==> src/rtl/key_press_multi_if.sv <==
// Key-input bundle between board buttons and game control: raw keys and repeat enables in,
// debounced press/release pulses, stable level and any_press out; no backpressure.
interface key_press_multi_if #(
    parameter int N_KEYS = 4
) ();
    logic [N_KEYS-1:0] key_sw;
    logic [N_KEYS-1:0] repeat_en;
    logic [N_KEYS-1:0] press;
    logic [N_KEYS-1:0] key_release;
    logic [N_KEYS-1:0] level;
    logic              any_press;

    modport master (
        output key_sw, repeat_en,
        input  press, key_release, level, any_press
    );

    modport slave (
        input  key_sw, repeat_en,
        output press, key_release, level, any_press
    );
endinterface

==> src/rtl/key_press_multi.sv <==
// Per-key 2-flop sync + debounce FSM with auto-repeat; press/level appear HOLD_DELAY+2 edges
// after the key settles, release is symmetric. Outputs are pure pulses, no backpressure.
module key_press_multi #(
    parameter int N_KEYS        = 4,
    parameter int HOLD_DELAY    = 420000,
    parameter int REPEAT_DELAY  = 8400000,
    parameter int REPEAT_PERIOD = 2100000,
    parameter int CNT_W         = 32
) (
    input  logic             clk,
    input  logic             rst,
    key_press_multi_if.slave kp
);
    localparam logic [CNT_W-1:0] HOLD_LAST   = CNT_W'(HOLD_DELAY - 1);
    localparam logic [CNT_W-1:0] REP_FIRST   = CNT_W'(REPEAT_DELAY - 1);
    localparam logic [CNT_W-1:0] REP_PERIODIC = CNT_W'(REPEAT_PERIOD - 1);

    typedef enum logic {IDLE = 1'b0, HELD = 1'b1} state_t;
    typedef enum logic {FIRST = 1'b0, PERIODIC = 1'b1} phase_t;

    logic [N_KEYS-1:0] s1_q, s1_d, s2_q, s2_d;
    state_t            state_q [N_KEYS];
    state_t            state_d [N_KEYS];
    logic [CNT_W-1:0]  dcnt_q  [N_KEYS];
    logic [CNT_W-1:0]  dcnt_d  [N_KEYS];
    logic [CNT_W-1:0]  rcnt_q  [N_KEYS];
    logic [CNT_W-1:0]  rcnt_d  [N_KEYS];
    phase_t            phase_q [N_KEYS];
    phase_t            phase_d [N_KEYS];
    logic [N_KEYS-1:0] press_q, press_d;
    logic [N_KEYS-1:0] rel_q, rel_d;
    logic              any_press_q, any_press_d;
    logic [N_KEYS-1:0] level_vec;

    always_ff @(posedge clk) begin
        if (rst) begin
            s1_q        <= '0;
            s2_q        <= '0;
            press_q     <= '0;
            rel_q       <= '0;
            any_press_q <= 1'b0;
            for (int i = 0; i < N_KEYS; i++) begin
                state_q[i] <= IDLE;
                dcnt_q[i]  <= '0;
                rcnt_q[i]  <= '0;
                phase_q[i] <= FIRST;
            end
        end else begin
            s1_q        <= s1_d;
            s2_q        <= s2_d;
            press_q     <= press_d;
            rel_q       <= rel_d;
            any_press_q <= any_press_d;
            for (int i = 0; i < N_KEYS; i++) begin
                state_q[i] <= state_d[i];
                dcnt_q[i]  <= dcnt_d[i];
                rcnt_q[i]  <= rcnt_d[i];
                phase_q[i] <= phase_d[i];
            end
        end
    end

    // Debounce: the counter runs while the synced key disagrees with the accepted state.
    always_comb begin
        s1_d = kp.key_sw;
        s2_d = s1_q;
        for (int i = 0; i < N_KEYS; i++) begin
            state_d[i] = state_q[i];
            dcnt_d[i]  = dcnt_q[i];
            if (s2_q[i] == (state_q[i] == HELD)) begin
                dcnt_d[i] = '0;
            end else if (dcnt_q[i] == HOLD_LAST) begin
                dcnt_d[i]  = '0;
                state_d[i] = (state_q[i] == IDLE) ? HELD : IDLE;
            end else begin
                dcnt_d[i] = dcnt_q[i] + 1'b1;
            end
        end
    end

    always_comb begin
        press_d = '0;
        rel_d   = '0;
        for (int i = 0; i < N_KEYS; i++) begin
            rcnt_d[i]  = rcnt_q[i];
            phase_d[i] = phase_q[i];
            level_vec[i] = (state_q[i] == HELD);
            if (state_q[i] == IDLE) begin
                rcnt_d[i]  = '0;
                phase_d[i] = FIRST;
                if (s2_q[i] && dcnt_q[i] == HOLD_LAST) begin
                    press_d[i] = 1'b1;
                end
            end else begin
                if (!s2_q[i] && dcnt_q[i] == HOLD_LAST) begin
                    rel_d[i] = 1'b1;
                end
                // Repeat timer freezes during release debounce so it cannot fire then.
                if (!kp.repeat_en[i]) begin
                    rcnt_d[i]  = '0;
                    phase_d[i] = FIRST;
                end else if (s2_q[i]) begin
                    if (phase_q[i] == FIRST && rcnt_q[i] == REP_FIRST) begin
                        press_d[i] = 1'b1;
                        rcnt_d[i]  = '0;
                        phase_d[i] = PERIODIC;
                    end else if (phase_q[i] == PERIODIC && rcnt_q[i] == REP_PERIODIC) begin
                        press_d[i] = 1'b1;
                        rcnt_d[i]  = '0;
                    end else begin
                        rcnt_d[i] = rcnt_q[i] + 1'b1;
                    end
                end
            end
        end
        any_press_d = |press_d;
    end

    assign kp.press       = press_q;
    assign kp.key_release = rel_q;
    assign kp.level       = level_vec;
    assign kp.any_press   = any_press_q;
endmodule

==> src/flat_wrapper.sv <==
// flat-port wrapper written by rule: the top's interface ports become plain ports
module key_press_multi_flat 
#(
    parameter int N_KEYS        = 4,
    parameter int HOLD_DELAY    = 420000,
    parameter int REPEAT_DELAY  = 8400000,
    parameter int REPEAT_PERIOD = 2100000,
    parameter int CNT_W         = 32
)
  (clk, rst, kp_key_sw, kp_repeat_en, kp_press, kp_key_release, kp_level, kp_any_press);
  key_press_multi_if #(.N_KEYS(N_KEYS)) kp_i ();
  input  logic clk;
  input  logic rst;
  input wire logic [$bits(kp_i.key_sw)-1:0] kp_key_sw;
  input wire logic [$bits(kp_i.repeat_en)-1:0] kp_repeat_en;
  output wire logic [$bits(kp_i.press)-1:0] kp_press;
  output wire logic [$bits(kp_i.key_release)-1:0] kp_key_release;
  output wire logic [$bits(kp_i.level)-1:0] kp_level;
  output wire logic [$bits(kp_i.any_press)-1:0] kp_any_press;
  assign kp_i.key_sw = kp_key_sw;
  assign kp_i.repeat_en = kp_repeat_en;
  assign kp_press = kp_i.press;
  assign kp_key_release = kp_i.key_release;
  assign kp_level = kp_i.level;
  assign kp_any_press = kp_i.any_press;
  key_press_multi #(.N_KEYS(N_KEYS), .HOLD_DELAY(HOLD_DELAY), .REPEAT_DELAY(REPEAT_DELAY), .REPEAT_PERIOD(REPEAT_PERIOD), .CNT_W(CNT_W)) u_core (.clk(clk), .rst(rst), .kp(kp_i));
endmodule
==> config.mk <==
export PLATFORM = sky130hd
export DESIGN_NAME = key_press_multi_flat
export DESIGN_NICKNAME = d
export VERILOG_FILES = /design/src/rtl/key_press_multi_if.sv /design/src/rtl/key_press_multi.sv /design/src/flat_wrapper.sv
export SDC_FILE = /design/constraint.sdc
export NUM_CORES = 1
export LEC_CHECK = 0
export CAP_MARGIN = 20
export CORE_ASPECT_RATIO = 0.6
export CORE_MARGIN = 4
export CORE_UTILIZATION = 35
export CTS_CLUSTER_DIAMETER = 80
export CTS_CLUSTER_SIZE = 10
export DETAILED_ROUTE_END_ITERATION = 10
export PLACE_DENSITY = 0.58
export SLEW_MARGIN = 20
export SYNTH_ARGS = -nofsm -noshare
export SYNTH_HDL_FRONTEND = slang
export SYNTH_SLANG_ARGS = --single-unit
export TNS_END_PERCENT = 30
==> constraint.sdc <==
create_clock -name clk -period 2.05 [get_ports clk]
set_input_delay 0.41 -clock clk [delete_from_list [all_inputs] [get_ports clk]]
set_output_delay 0.41 -clock clk [all_outputs]
set_load 0.02 [all_outputs]
### Yosys cells after proc, flatten, opt, wreduce, memory -nomap -nowiden

Memory sizes are Yosys's and may differ from the RTL's.
Index checks and enable logic that the tools add are counted.
W data, S select, Z words.

* add/sub/neg operators: 8
* equality and inequality tests: 16
* multiplexer cells: 103
* bitwise operators: 24
* reduce and logical (&&, ||, !) cells: 25

Operator list (number)
* $mux W32: 36
* $add A32 B1 Y32 const B: 8
* $eq A32 B19 Y1 const B: 4
* $eq A32 B22 Y1 const B: 4
* $eq A32 B24 Y1 const B: 4
* $mux W1: 67
* $logic_and A1 B1 Y1: 16
* $or A1 B1 Y1: 16
* $not A1 Y1: 8
* $reduce_or A2 Y1: 4
* $eq A1 B1 Y1: 4
* $logic_not A1 Y1: 4
* $reduce_or A4 Y1: 1

* register bits: 17
* bits in writable memories: 264
* bits of input ports: 10
* memories: 4

Memory list
* u_core.dcnt_q: depth 4, bits a word 32, rd ports 4, clocked after Yosys merged registers in 0, write ports 4, line key_press_multi.sv:24 `logic [CNT_W-1:0] dcnt_q [N_KEYS];`
* u_core.rcnt_q: depth 4, bits a word 32, rd ports 4, clocked after Yosys merged registers in 0, write ports 4, line key_press_multi.sv:26 `logic [CNT_W-1:0] rcnt_q [N_KEYS];`
* u_core.phase_q: depth 4, bits a word 1, rd ports 4, clocked after Yosys merged registers in 0, write ports 4, line key_press_multi.sv:28 `phase_t phase_q [N_KEYS];`
* u_core.state_q: depth 4, bits a word 1, rd ports 4, clocked after Yosys merged registers in 0, write ports 4, line key_press_multi.sv:22 `state_t state_q [N_KEYS];`

### Logic depth before layout (Yosys ltp)

* depth after elaboration: 8
* mapped depth: 8
* gate-level depth less buffers: 6

### Least setup slack after synthesis

No wires, ideal clock.

* path type: register to register
* from: mem u_core.rcnt_q[2][8], in the netlist u_core.rcnt_q[0][72]
* to: mem u_core.rcnt_q[2][25], in the netlist u_core.rcnt_q[0][89]
* data arrival time: 2.003 ns
* slack: -0.068 ns
* stages on the path, launching flop included: 7
* period minus slack after synthesis: 2.118 ns
* cell sequence: dfxtp_1 or3b_1 or4_1 a2111o_1 nand2_2 buf_6 o21ba_1

RTL lines (line)
* start, declared: key_press_multi.sv:26

==> metrics.cfg <==
[sta]
slew-limit-headroom = 0.654
worstMarginPinSlew_ps = 517
fin_skew_ps = 14.4
setup_viol = 31
max_freq_ghz = 0.472
period_minus_slack_ps = 2120
setup_tns_ps = -1360
fin_crit_sh = 1.03
final_max_slew_viol_count = 0
rsz0062_at_grt = yes
hold_viol_final = 0
timing.final.ws_setup_ps = -70.4
holdWs_ps = 443

[global_route]
antenna_found_initial = 0
grt-ovfl-total = 0
grt_pass1_wl_um = 52600
grt_max_degree = 33
track_usage = 0.152
grt_pass1_vias = 10698

[run_status]
outcome = complete, but fails checks
violations = setup timing

[clocking]
hold_buffers = 0
numCtsBuffers = 34
clk_pin_slew_ps = 60
root_buffer = clkbuf_16
cts_tree = yes
clock-sinks = 281
insertion_delay_ps = 510
h-tree-depth = 2
cts_buffer_depth = 3

[worst_setup_path]
worst_setup_path_end_kind = flop
worst_path_largest_cell_delay_ps = 480
cp_cell_sequence = or3b_1 -> or4_1 -> a2111o_1 -> nand2_4 -> clkbuf_16 -> a21oi_1
critPathLaunchType = flop
cp_num_buf_inv = 1
crit_fanout = 11
slowest_stage = or4_1
cp.required_ps = 2440
worst_r2r_path_depth = 6
path_depth = 6
path_class = reg2reg
crit_arrival_ps = 2510
crit_family = simple AND/OR/NAND/NOR gates

[routing]
via_count = 11023
route.detailed.drc = 0
vias_per_cell = 5.11
ant_nets = 0
wl_per_cell_um = 14.3
drt-total-wl_um = 30800
dr.pass1.iters = 5
first_iter_violations = 797

[floorplanning]
fp.dieArea_mm2 = 0.0403
die_h_um = 157
row_count = 54
ios = 23
die_x_um = 257
coreArea_mm2 = 0.0365
start_util = 0.356

[power_and_ir_drop]
p_clk_frac = 0.490
p_seq_frac = 0.501
internal_power_w = 0.00868
pwr-share-comb = 0.009
p_switching_w = 0.00225
p_per_area_mw_per_mm2 = 689
swShare = 0.206
p_leak_nw = 5.09
vdd_ir_drop_max_mv = 0.602

[placement]
dpl.hpwl_um = 21600
io_buffers = 22
gp_congestion = 0.832

[final_layout]
antenna_cells = 0
nNetsFinal = 1698
seq_area_mm2 = 0.00563
fill_cells = 3546
multi_input_area_mm2 = 0.00708
area_delta_synth_final_pct = 22.4
final_util = 0.435
drive_gt1_frac = 0.139

[synth]
avgSynthCellArea_um2 = 8.47
synth_top_area_share = 0.434
synthArstFlopShare = 0
synth_most_common_cell = dfxtp_1
synth_edf_count = 0
yosysTopAreaCell = dfxtp_1
synth_common_cells = 281 x dfxtp_1, 276 x nor2_1, 117 x xnor2_1
ys_ff_latch = 281
syn_nets = 1549
ys_types = 54
syn_inst = 1531
yosysWarnings = 0
synthFlopType = dfxtp_1
synth-seq-area-share = 0.434
syn_area_mm2 = 0.0130
synth_area_leaders = dfxtp_1 43%, nor2_1 8.0%, xnor2_1 7.9%, xor2_1 6.6%, nand4_1 4.5%

[hold_path]
whs_path_depth = 1
worstHoldPathType = reg2reg

[flow_run]
max_cap_violations = 0

==> repair_timing <==
| action | in CTS | in global routing |
|---|---|---|
| resized for setup | 3 | 36 |
| endpoints found under the setup margin | 27 | 196 |
| pin swaps | 0 | 5 |
| cloned | 0 | 2 |
| setup buffers | 0 | 1 |
==> power groups by stage <==
stage          Sequential (W)  Combinational (W)  Clock (W)
2_1_floorplan         0.00559          0.0000483          0
3_3_place_gp          0.00560          0.0000936          0
3_5_place_dp          0.00560          0.0000949          0
4_1_cts               0.00548          0.0000951    0.00555
5_1_grt               0.00548           0.000102    0.00580
6_report              0.00548          0.0000933    0.00536
==> through the flow <==
step                setup slack [ps]  cells  instance area, um2  total power (W)
finish                         -70.4   2159               15900           0.0109
global placement               -13.7   2117               14800          0.00569
global route                    -151   2159               15900           0.0114
detailed placement             -19.6   2117               14800          0.00569
floorplan                      -22.7   1531               13000          0.00564
CTS                            -37.4   2156               15700           0.0111
==> sequential cells by signal, indices dropped and copies added, names as in the netlist <==
register and count:
u_core.dcnt_q 128, u_core.state_q 4, u_core.kp.any_press 1, u_core.s1_q 4, u_core.s2_q 4, u_core.kp.press 4, u_core.kp.key_release 4, u_core.phase_q 4
u_core.rcnt_q 128
==> worst paths after layout <==
path                                startpoint                                end  slack [ps]
min                  u_core.s1_q[1]$_SDFF_PP0_          u_core.s2_q[1]$_SDFF_PP0_         440
min reg2reg          u_core.s1_q[1]$_SDFF_PP0_          u_core.s2_q[1]$_SDFF_PP0_         440
max          u_core.rcnt_q[0][72]$_SDFFE_PP0P_  u_core.rcnt_q[0][92]$_SDFFE_PP0P_         -70
max reg2reg  u_core.rcnt_q[0][72]$_SDFFE_PP0P_  u_core.rcnt_q[0][92]$_SDFFE_PP0P_         -70
==> cells by family (layout without fill, tap and decap cells) <==
logic type,after synthesis,count (layout),synth area share
compound gates,72,72,0.0347
mux,10,10,0.00771
simple gates,848,848,0.339
fa+ha+maj,8,8,0.00771
flops,281,281,0.434
xor+xnor,215,215,0.145
buf+inv,97,249,0.0319
==> cell type report <==
type                       instances  area share
clock buffer                      38      0.0586
clock inverter                     1    0.000552
inverter                          35     0.00828
multi-input combinational       1153       0.446
sequential                       281       0.355
tap                              476      0.0375
timing repair buffer             175      0.0942
==> metal layers <==
layer | vias up | track usage | part of all wire
met5 | - | 0 | 0
met4 | 0 | 0.0304 | 0.014
met3 | 41 | 0.0296 | 0.039
met2 | 136 | 0.222 | 0.40
met1 | 5191 | 0.232 | 0.55
li1 | 5655 | - | -
==> cell usage in the layout, fill, tap and decap left out, types with 5 or more instances in the layout <==
cell type | netlist | routed
nand2b_1 | 8 | 8
nor3_1 | 57 | 56
or4_4 | 0 | 6
o31ai_1 | 5 | 5
nor4b_1 | 13 | 13
nand3b_1 | 6 | 6
or4_1 | 22 | 16
and4_1 | 31 | 29
xnor2_1 | 117 | 117
a21oi_1 | 30 | 29
dfxtp_1 | 281 | 277
xor2_1 | 98 | 98
nor4_1 | 59 | 48
nor2_1 | 276 | 274
nand3_1 | 80 | 80
inv_1 | 35 | 35
nand2_1 | 100 | 99
clkbuf_16 | 0 | 38
mux2i_1 | 10 | 10
or3_1 | 21 | 21
buf_12 | 0 | 8
buf_4 | 6 | 141
and2_1 | 12 | 12
nor4_2 | 1 | 11
nor2b_1 | 10 | 10
ha_1 | 8 | 6
o21ai_0 | 18 | 17
nand4_1 | 94 | 94
and3_1 | 36 | 36
clkdlybuf4s50_1 | 0 | 20
(Power assumes the default switching activity.)
